$ cat src/rtl/cla_nibble_sequencer_if.sv
// Operand/result handshake bundle for the nibble-serial CLA sequencer.
// The ovf signal exists only when CLA_SEQ_OVF_EN is defined.
interface cla_nibble_sequencer_if #(
  parameter int unsigned WIDTH = 16
);
  logic             in_valid;
  logic             in_ready;
  logic [WIDTH-1:0] op_a;
  logic [WIDTH-1:0] op_b;
  logic             op_cin;
  logic             out_valid;
  logic             out_ready;
  logic [WIDTH-1:0] result;
  logic             cout;
`ifdef CLA_SEQ_OVF_EN
  logic             ovf;
`endif

  // Producer of operands / consumer of results
  modport master (
    output in_valid, op_a, op_b, op_cin, out_ready,
    input  in_ready, out_valid, result, cout
`ifdef CLA_SEQ_OVF_EN
    , input ovf
`endif
  );

  // The sequencer itself
  modport slave (
    input  in_valid, op_a, op_b, op_cin, out_ready,
    output in_ready, out_valid, result, cout
`ifdef CLA_SEQ_OVF_EN
    , output ovf
`endif
  );
endinterface

$ cat src/rtl/cla_nibble_sequencer.sv
// Nibble-serial adder controller driving an external 4-bit CLA stage, LSB nibble first.
// Optional signed-overflow output enabled by defining CLA_SEQ_OVF_EN.
module cla_nibble_sequencer #(
  parameter int unsigned WIDTH = 16
) (
  input  logic                         clk,
  input  logic                         rst,
  cla_nibble_sequencer_if.slave        bus,
  output logic [3:0]                   cla_a,
  output logic [3:0]                   cla_b,
  output logic                         cla_cin,
  input  logic [3:0]                   cla_s,
  input  logic                         cla_cout
);

  localparam int unsigned NIB  = WIDTH / 4;
  localparam int unsigned IDXW = (NIB > 1) ? $clog2(NIB) : 1;
  localparam int unsigned REST = WIDTH - 4;

  typedef enum logic [1:0] {IDLE, RUN, DONE} state_t;

  state_t          state;
  logic [IDXW-1:0] idx;
  // Upper operand nibbles not yet presented to the CLA stage
  logic [REST-1:0] a_rest;
  logic [REST-1:0] b_rest;

  // cla_cin doubles as the inter-nibble carry register
  always_ff @(posedge clk) begin
    if (rst) begin
      state         <= IDLE;
      idx           <= '0;
      a_rest        <= '0;
      b_rest        <= '0;
      cla_a         <= 4'h0;
      cla_b         <= 4'h0;
      cla_cin       <= 1'b0;
      bus.in_ready  <= 1'b1;
      bus.out_valid <= 1'b0;
      bus.result    <= '0;
      bus.cout      <= 1'b0;
`ifdef CLA_SEQ_OVF_EN
      bus.ovf       <= 1'b0;
`endif
    end else begin
      case (state)
        IDLE: begin
          if (bus.in_valid) begin
            cla_a        <= bus.op_a[3:0];
            cla_b        <= bus.op_b[3:0];
            cla_cin      <= bus.op_cin;
            a_rest       <= bus.op_a[WIDTH-1:4];
            b_rest       <= bus.op_b[WIDTH-1:4];
            idx          <= '0;
            bus.result   <= '0;
            bus.in_ready <= 1'b0;
`ifdef CLA_SEQ_OVF_EN
            bus.ovf      <= 1'b0;
`endif
            state        <= RUN;
          end
        end

        RUN: begin
          bus.result[4*idx +: 4] <= cla_s;
          if (idx == IDXW'(NIB - 1)) begin
            bus.cout      <= cla_cout;
`ifdef CLA_SEQ_OVF_EN
            // cla_a/cla_b hold the top nibble here, so bit 3 is the operand sign
            bus.ovf       <= (cla_a[3] == cla_b[3]) && (cla_s[3] != cla_a[3]);
`endif
            bus.out_valid <= 1'b1;
            cla_a         <= 4'h0;
            cla_b         <= 4'h0;
            cla_cin       <= 1'b0;
            state         <= DONE;
          end else begin
            idx     <= idx + 1'b1;
            cla_a   <= a_rest[3:0];
            cla_b   <= b_rest[3:0];
            cla_cin <= cla_cout;
            a_rest  <= a_rest >> 4;
            b_rest  <= b_rest >> 4;
          end
        end

        DONE: begin
          if (bus.out_ready) begin
            bus.out_valid <= 1'b0;
            bus.in_ready  <= 1'b1;
            state         <= IDLE;
          end
        end

        default: state <= IDLE;
      endcase
    end
  end

endmodule
$ cat src/flat_wrapper.sv
// flat-port wrapper written by rule: the top's interface ports become plain ports
module cla_nibble_sequencer_flat 
#(
  parameter int unsigned WIDTH = 16
)
  (clk, rst, cla_a, cla_b, cla_cin, cla_s, cla_cout, bus_in_valid, bus_op_a, bus_op_b, bus_op_cin, bus_out_ready, bus_in_ready, bus_out_valid, bus_result, bus_cout);
  cla_nibble_sequencer_if #(.WIDTH(WIDTH)) bus_i ();
  input  logic clk;
  input  logic rst;
  output logic [3:0] cla_a;
  output logic [3:0] cla_b;
  output logic cla_cin;
  input  logic [3:0] cla_s;
  input  logic cla_cout;
  input wire logic [$bits(bus_i.in_valid)-1:0] bus_in_valid;
  input wire logic [$bits(bus_i.op_a)-1:0] bus_op_a;
  input wire logic [$bits(bus_i.op_b)-1:0] bus_op_b;
  input wire logic [$bits(bus_i.op_cin)-1:0] bus_op_cin;
  input wire logic [$bits(bus_i.out_ready)-1:0] bus_out_ready;
  output wire logic [$bits(bus_i.in_ready)-1:0] bus_in_ready;
  output wire logic [$bits(bus_i.out_valid)-1:0] bus_out_valid;
  output wire logic [$bits(bus_i.result)-1:0] bus_result;
  output wire logic [$bits(bus_i.cout)-1:0] bus_cout;
  assign bus_i.in_valid = bus_in_valid;
  assign bus_i.op_a = bus_op_a;
  assign bus_i.op_b = bus_op_b;
  assign bus_i.op_cin = bus_op_cin;
  assign bus_i.out_ready = bus_out_ready;
  assign bus_in_ready = bus_i.in_ready;
  assign bus_out_valid = bus_i.out_valid;
  assign bus_result = bus_i.result;
  assign bus_cout = bus_i.cout;
  cla_nibble_sequencer #(.WIDTH(WIDTH)) u_core (.clk(clk), .rst(rst), .bus(bus_i), .cla_a(cla_a), .cla_b(cla_b), .cla_cin(cla_cin), .cla_s(cla_s), .cla_cout(cla_cout));
endmodule
$ cat config.mk
export PLATFORM = sky130hd
export DESIGN_NAME = cla_nibble_sequencer_flat
export DESIGN_NICKNAME = d
export VERILOG_FILES = /design/src/rtl/cla_nibble_sequencer_if.sv /design/src/rtl/cla_nibble_sequencer.sv /design/src/flat_wrapper.sv
export SDC_FILE = /design/constraint.sdc
export NUM_CORES = 1
export LEC_CHECK = 0
export CORE_MARGIN = 2
export CORE_UTILIZATION = 35
export DETAILED_ROUTE_END_ITERATION = 7
export GPL_ROUTABILITY_DRIVEN = 0
export PLACE_DENSITY = 0.61
export RECOVER_POWER = 50
export SLEW_MARGIN = 30
export SYNTH_ARGS = -nofsm -noshare
export SYNTH_HDL_FRONTEND = slang
export SYNTH_SLANG_ARGS = --single-unit
$ cat constraint.sdc
create_clock -name clk -period 2.4 [get_ports clk]
set_input_delay 0.48 -clock clk [delete_from_list [all_inputs] [get_ports clk]]
set_output_delay 0.48 -clock clk [all_outputs]
set_load 0.05 [all_outputs]
; ---- Word-level counts from Yosys, hierarchy flattened
; Index checks and enable logic that the tools add are counted.
[op_classes]
mul = 0
eq_ne = 7
mux = 31
order_cmp = 0
bitwise_logic = 0
div_mod_pow = 0
reduce_logical = 10
shift = 2
n_addsub = 2
[op_table]
columns = operator, n
row1 = $mux W12, 4
row2 = $pmux W12 S2, 2
row3 = $neg A4 Y34, 1
row4 = $shift A4 B34 Y16 const A, 1
row5 = $shiftx A4 B34 Y16, 1
row6 = $pmux W16 S2, 1
row7 = $bwmux W16, 1
row8 = $mux W16, 1
row9 = $mux W4, 4
row10 = $pmux W4 S2, 2
row11 = $reduce_and A3 Y1, 4
row12 = $mux W2, 5
row13 = $mux W1, 6
row14 = $ne A2 B2 Y1 const B, 3
row15 = $pmux W1 S2, 3
row16 = $pmux W2 S3, 1
row17 = $reduce_bool A2 Y1, 3
row18 = $eq A2 B2 Y1 const B, 2
row19 = $pmux W2 S2, 1
row20 = $reduce_and A2 Y1, 2
row21 = $add A2 B1 Y2 const B, 1
row22 = $eq A2 B1 Y1 const B, 1
row23 = $logic_not A2 Y1, 1
row24 = $ne A2 B1 Y1 const B, 1
[word_totals]
rom_bits = 0
n_memories = 0
ramBits = 0
out_inout_bits = 28
inputBits = 42
ff_bits = 56
latchBits = 0
elab_cells = 63

; ---- Depth between registers and ports, before layout
; Gate-level depths: netlist (run 1).
[depth]
depth_word = 4
ltp_mapped = 6
mapped_depth_nobuf = 5

; ---- Least setup slack after synthesis (run 1)
; OpenSTA, ideal clock, no wires.
[synth_timing]
kind = register to register
from = register u_core.idx[0]
to = register u_core.a_rest[7]
path_stages_with_launch = 7
period_less_slack_ns = 1.558
t_required_ns = 2.278
path_buffers = 2
setup_slack_ns = 0.842
arrival_time_ns = 1.436
setup_ns = 0.122
cell_sequence = dfxtp_1 ha_1 or3b_1 buf_2 buf_6 o221ai_1 a21oi_1
[synth_via]
elab_chain_cells = 3
[synth_rtl]
columns = element, line_no
row1 = from (decl), cla_nibble_sequencer.sv:23  ; logic [IDXW-1:0] idx;
row2 = from (signal assigned), cla_nibble_sequencer.sv:78  ; idx <= idx + 1'b1;
row3 = $eq A2 B2 Y1, cla_nibble_sequencer.sv:66  ; if (idx == IDXW'(NIB - 1)) begin
row4 = $ne A2 B2 Y1 (no source line), --
row5 = $reduce_and A3 Y1 (no source line), --
row6 = to (signal assigned), cla_nibble_sequencer.sv:52  ; a_rest <= bus.op_a[WIDTH-1:4];
row7 = to (signal assigned), cla_nibble_sequencer.sv:82  ; a_rest <= a_rest >> 4;
row8 = to (decl), cla_nibble_sequencer.sv:25  ; logic [REST-1:0] a_rest;
; No other way between the ends.
; A chain may end at the register's enable or synchronous reset.

; ---- Worst setup path after layout (run 1)
[layout_timing]
from = input bus_in_valid
to = register u_core.a_rest[8]
[layout_via]
elab_chain_cells = 2
[layout_rtl]
columns = element, line_no
row1 = from (decl), flat_wrapper.sv:15  ; input wire logic [$bits(bus_i.in_valid)-1:0] bus_in_valid;
row2 = $ne A2 B2 Y1 (no source line), --
row3 = $reduce_and A3 Y1 (no source line), --
; No other way between the ends.

==> out/qor.yml, run 1 <==
run_status:
  status: "complete, no violations"
clock_network:
  postCtsSetupBuffers: 0
  clk_path_buf_depth: 2
  cts_root_buffer: "clkbuf_8"
  cts_resized: 0
  clock_sinks: 56
  clkTransAtPathRegs_ps: 100
  cts_hold_buffers: 0
  ctsHtreeMaxLevel: 2
  cts_buffers: 5
  cts_tree: "done"
  clock_latency_ps: 310
synth:
  synth_commonest_cells: "dfxtp_1, a21oi_1, inv_1"
  yosys_warnings: 0
  synth_area_leaders: "dfxtp_1, o221ai_1, a21oi_1, o221a_2, nor2b_1"
  ys_ff_latch: 56
  yosysMostFrequentCell: "dfxtp_1"
  synth_nets: 301
  synth_seq_area_share_pct: 44.9
  synthFlopType: "dfxtp_1"
  ys_async_sr_fraction_pct: 0
  syn-instance-count: 253
  yosys.area.top_type: "dfxtp_1"
  synth_top_area_share_pct: 44.9
  synth.distinct_cells: 39
  synth_edf_count: 0
  avgSynthCellArea_um2: 9.87
  netlist_area_um2: 2500
placed_design:
  post-dp-hpwl_um: 4110
  dp.cells: 405
  portBuffers: 69
  dp_slack_ps: 291
worst_setup_path:
  crit_chain: "dlygate4sd3_1 -> nand2b_1 -> a21o_1 -> clkbuf_2 -> a31o_2"
  worstSetupStartpointType: "input port"
  crit_slowest_cell: "dlygate4sd3_1"
  max_stage_delay_ps: 690
  worstPathMaxFanout: 26
  worstPathRequired_ps: 2610
  reg2reg_depth: 5
  critPathKind: "input port to flop"
  critPathArrivalTime_ps: 2210
  end_kind: "flop"
timing:
  finalHoldViolations: 0
  rsz0062_at_grt: "false"
  slew_headroom_pct: 63.8
  worst_pin_slew_ps: 543
  clock_skew_ps: 8.27
  min_period_over_period_pct: 83.0
  slew_violations: 0
  finalCriticalPeriod_ps: 1990
  finalSetupViolCount: 0
  fin_setup_tns_ps: 0
  fmax_ghz: 0.502
  finalWorstSetupSlack_ps: 409
die:
  die_w_um: 88.5
  die_area_um2: 7830
  core_area_um2: 6830
  rows: 30
  initial_core_util_pct: 36.6
  die_h_um: 88.5
  ioPinCount: 70
cells_and_area:
  syn2layout_area_growth_pct: 33.2
  layout.nets: 364
  diodes: 0
  drive_gt1_share_pct: 12.0
  stdcell_count: 413
  nFillCells: 676
  final_core_util_pct: 48.7
pwr:
  vdd_drop_max_v: 0.000197
  leakagePower_nw: 1.21
  pwr_density_cell_nw_per_um2: 592
  finalPower_mw: 1.97
detailed_routing:
  wl_per_cell_um: 14.1
  drt_iter0_markers: 95
  antenna_left: 0
  route.detailed.drc: 0
  num_vias: 2025
  wirelength_um: 5810
  viasPerCell: 4.90
  drtPass1Iterations: 4
grt:
  grt_use_total_pct: 15.0
  grt_max_degree: 27
  antenna_found_initial: 0
  grt-ovfl-total: 0
  grt_pass1_wl_um: 9260
  first_global_vias: 1903
min_path:
  worstHoldPathCells: 2
  min_path_type: "flop to flop"
run:
  maxCapViolCount: 0
==> state kept, by name, summed over array words and instances, names as in the netlist <==
register              cells
u_core.bus.in_ready       1
u_core.state              2
u_core.bus.cout           1
u_core.cla_b              4
u_core.bus.result        16
u_core.b_rest            12
u_core.a_rest            12
u_core.idx                2
u_core.cla_a              4
u_core.cla_cin            1
u_core.bus.out_valid      1
==> power by group <==
group | internal (mW) | switching (mW)
sequential | 0.989 | 0.0391
combinational | 0.189 | 0.215
clock | 0.235 | 0.302
==> worst max-delay path: cells and delay by family <==
kind,cells,cell delay [ps]
AOI/OAI and AO/OA,2,550
and+or+nand+nor,1,130
buffers and inverters,2,1030
==> per-layer routing <==
metal / track usage [%] / wire length, µm / part of all wire [%] / vias to the layer above
li1: - / - / - / 1055
met4: 4.96 / 82 / 1.4 / 0
met3: 2.99 / 237 / 4.1 / 7
met2: 22.8 / 2480 / 43 / 47
met5: 0 / 0 / 0 / -
met1: 21.3 / 3020 / 52 / 916
==> metrics by stage <==
step                instance area (µm²)  hold slack (ps)
global placement                   3240              434
finish                             3330              450
CTS                                3330              453
global route                       3330              469
floorplan                          2500              425
detailed placement                 3240              437
==> cells in the final DEF, fill, tap and decap left out, types with 2 or more instances in the layout <==
| cell | instances |
|---|---|
| nor2b_1 | 15 |
| nor3b_1 | 4 |
| inv_1 | 20 |
| a22o_1 | 8 |
| o2bb2ai_1 | 8 |
| o221ai_1 | 16 |
| nand2b_1 | 4 |
| dfxtp_1 | 56 |
| mux2_2 | 4 |
| clkdlybuf4s50_1 | 68 |
| ha_1 | 6 |
| a31o_1 | 4 |
| o22ai_1 | 9 |
| nand2_1 | 14 |
| o221a_2 | 9 |
| a21oi_1 | 24 |
| clkbuf_8 | 6 |
| nor3b_2 | 4 |
| nor2_1 | 4 |
| buf_4 | 7 |
| or3b_1 | 2 |
| a31o_2 | 4 |
| nand3b_1 | 2 |
| clkbuf_1 | 2 |
==> cell families after synthesis <==
family | Yosys count | synth area share (%)
AO/OA/AOI/OAI | 89 | 27.4
flip-flops | 56 | 44.9
AND/OR/NAND/NOR | 55 | 14.0
buffers and inverters | 42 | 8.52
adder cells (fa/ha/maj) | 6 | 3.01
multiplexers | 5 | 2.20
==> final timing paths <==
kind,startpoint,to,slack [ps]
max,bus_in_valid,u_core.a_rest[8],410
min,u_core.a_rest[5],u_core.a_rest[5],450
min reg2reg,u_core.a_rest[5],u_core.a_rest[5],450
max reg2reg,u_core.idx[0],u_core.a_rest[8],420
==> layout make-up <==
cell class,count,area (µm²),area share [%]
inverters,20,75.1,2.26
well taps,96,120,3.61
clock buffers,7,86.3,2.60
clock inverters,1,7.51,0.226
multi-input cells,155,1160,35.0
repair buffers,78,752,22.6
flip-flops and latches,56,1120,33.7
Power figures use the tool's default switching activity.
==> run 2, diff against run 1 <==
==> constraint.sdc (replaced) <==
create_clock -name clk -period 2.07 [get_ports clk]
set_input_delay 0.414 -clock clk [delete_from_list [all_inputs] [get_ports clk]]
set_output_delay 0.414 -clock clk [all_outputs]
set_load 0.05 [all_outputs]
==> out/qor.yml, run 2 (same netlist as run 1, synthesis figures left out) <==
cells_and_area:
  top_register: "u_core.bus.result"
  nFillCells: 680  # +0.59%
  final_cell_mix: "clkdlybuf4s50_1, dfxtp_1, a21oi_1, inv_1, o221ai_1"
  drive_gt1_share_pct: 12.6  # +0.59 points
  syn2layout_area_growth_pct: 34.4
  largest_registers: "u_core.bus.result (16), u_core.a_rest (12), u_core.b_rest (12)"
  final_common_cell: "clkdlybuf4s50_1"
  diodes: 0  # unchanged
  largest_reg_flops: 16  # unchanged
  layout.nets: 365  # +0.27%
timing:
  slew_violations: 0  # unchanged
  min_period_over_period_pct: 92.7
  slew_headroom_pct: 52.6  # -11 points
  worst_pin_slew_ps: 712  # +168 ps
  finalSetupViolCount: 0  # unchanged
  finalHoldViolations: 0  # unchanged
  fin_setup_tns_ps: 0  # unchanged
  rsz0062_at_grt: "false"
  finalCriticalPeriod_ps: 1920
  clock_skew_ps: 9.79  # +1.52 ps
  fmax_ghz: 0.521
worst_setup_path:
  worstSetupStartpointType: "flop"
  rrSetupSlack_ps: 250  # -170 ps
  path_buf_inv: 1  # -1
  critPathArrivalTime_ps: 1510  # -700 ps
  worstPathRequired_ps: 1660  # -950 ps
  max_stage_delay_ps: 810  # +120 ps
  crit_chain: "clkdlybuf4s50_1"
  path_delay_family: "buffers and inverters"
  crit_slowest_cell: "clkdlybuf4s50_1"
  critPathKind: "flop to output port"
  end_kind: "output port"
  worstPathMaxFanout: 3  # -88%
clock_network:
  cts_tree: "done"
  postCtsSetupBuffers: 0  # unchanged
  clock_sinks: 56  # unchanged
  cts_hold_buffers: 0  # unchanged
  clock_latency_ps: 310  # about the same
  ctsHtreeMaxLevel: 2  # unchanged
  cts_buffers: 5  # unchanged
  clkTransAtPathRegs_ps: 100  # about the same
  clk_path_buf_depth: 2  # unchanged
  cts_root_buffer: "clkbuf_8"
  cts_resized: 0  # unchanged
grt:
  grt_pass1_wl_um: 9230  # -0.37%
  antenna_found_initial: 0  # unchanged
  grt_max_degree: 39  # +44%
  grt-ovfl-total: 0  # unchanged
  grt_use_total_pct: 15.2  # +0.19 points
  first_global_vias: 1862  # -2.2%
run:
  maxCapViolCount: 0  # unchanged
die:
  die_area_um2: 7830  # unchanged
  ioPinCount: 70  # unchanged
  die_w_um: 88.5  # unchanged
  rows: 30  # unchanged
  initial_core_util_pct: 36.6  # unchanged
  core_area_um2: 6830  # unchanged
  die_h_um: 88.5  # unchanged
detailed_routing:
  num_vias: 2050  # +1.2%
  wirelength_um: 5760  # -1.0%
  route.detailed.drc: 0  # unchanged
  drtPass1Iterations: 4  # unchanged
  viasPerCell: 4.95  # +0.99%
  drt_iter0_markers: 80  # -16%
  wl_per_cell_um: 13.9  # -1.3%
  antenna_left: 0  # unchanged
pwr:
  netSwitchingPower_uw: 646  # +16%
  internal-power_mw: 1.64  # +16%
  pwr_density_cell_nw_per_um2: 681  # +15%
  seq_power_share_pct: 52.2  # about the same
  finalPower_mw: 2.29  # +16%
  sw_frac_of_total_pct: 28.2  # about the same
  p_clk_share_pct: 27.0  # -0.3 points
  leakagePower_nw: 1.23  # +1.7%
  p_comb_share_pct: 20.8  # +0.3 points
  vdd_drop_max_v: 0.000312  # +58%
min_path:
  min_path_type: "flop to flop"
placed_design:
  post-dp-hpwl_um: 4120  # +0.36%
  portBuffers: 69  # unchanged
run_status:
  status: "complete, no violations"
[run 2: final cells by class]
type / count / area (µm²) / area share, %
sequential: 56 / 1120 / 33.4
multi-input combinational: 155 / 1160 / 34.7
tap: 96 / 120 / 3.58
clock inverter: 2 / 10.0 / 0.298
clock buffer: 6 / 82.6 / 2.46
inverter: 20 / 75.1 / 2.24
timing repair buffer: 79 / 785 / 23.4
[run 2: path summary, 6_finish.rpt]
kind / start / cells past startpoint / to
worst max-delay path: u_core.bus.out_valid / 1 / bus_out_valid
worst min register to register: u_core.b_rest[1] / 2 / u_core.b_rest[1]
worst min-delay path: u_core.b_rest[1] / 2 / u_core.b_rest[1]
worst max register to register: u_core.state[0] / 5 / u_core.a_rest[9]
[run 2: power by group through the flow]
stage               clock, mW  sequential (mW)  combinational [mW]
floorplan                   0             1.28               0.239
global placement            0             1.22               0.478
detailed placement          0             1.22               0.481
CTS                     0.640             1.19               0.482
global route            0.676             1.20               0.517
finish                  0.618             1.19               0.475
[run 2: per-layer routing]
layer | vias up | global-route usage (%) | part of all wire [%]
li1 | 1055 | - | -
met1 | 946 | 21.3 | 49
met2 | 45 | 23.0 | 45
met3 | 4 | 3.64 | 4.7
met4 | 0 | 4.96 | 0.99
met5 | - | 0 | 0
[run 2: per-stage QoR]
stage	area [µm²]	utilization, %	hold slack (ps)	std cells	worst slack (ps)
after floorplan	2500	-	425	253	512
after global placement	3270	47.9	432	406	166
after detailed placement	3270	47.9	435	406	139
after CTS	3360	49.2	452	414	143
after global routing	3360	49.1	466	414	92.0
final	3360	49.1	449	414	151
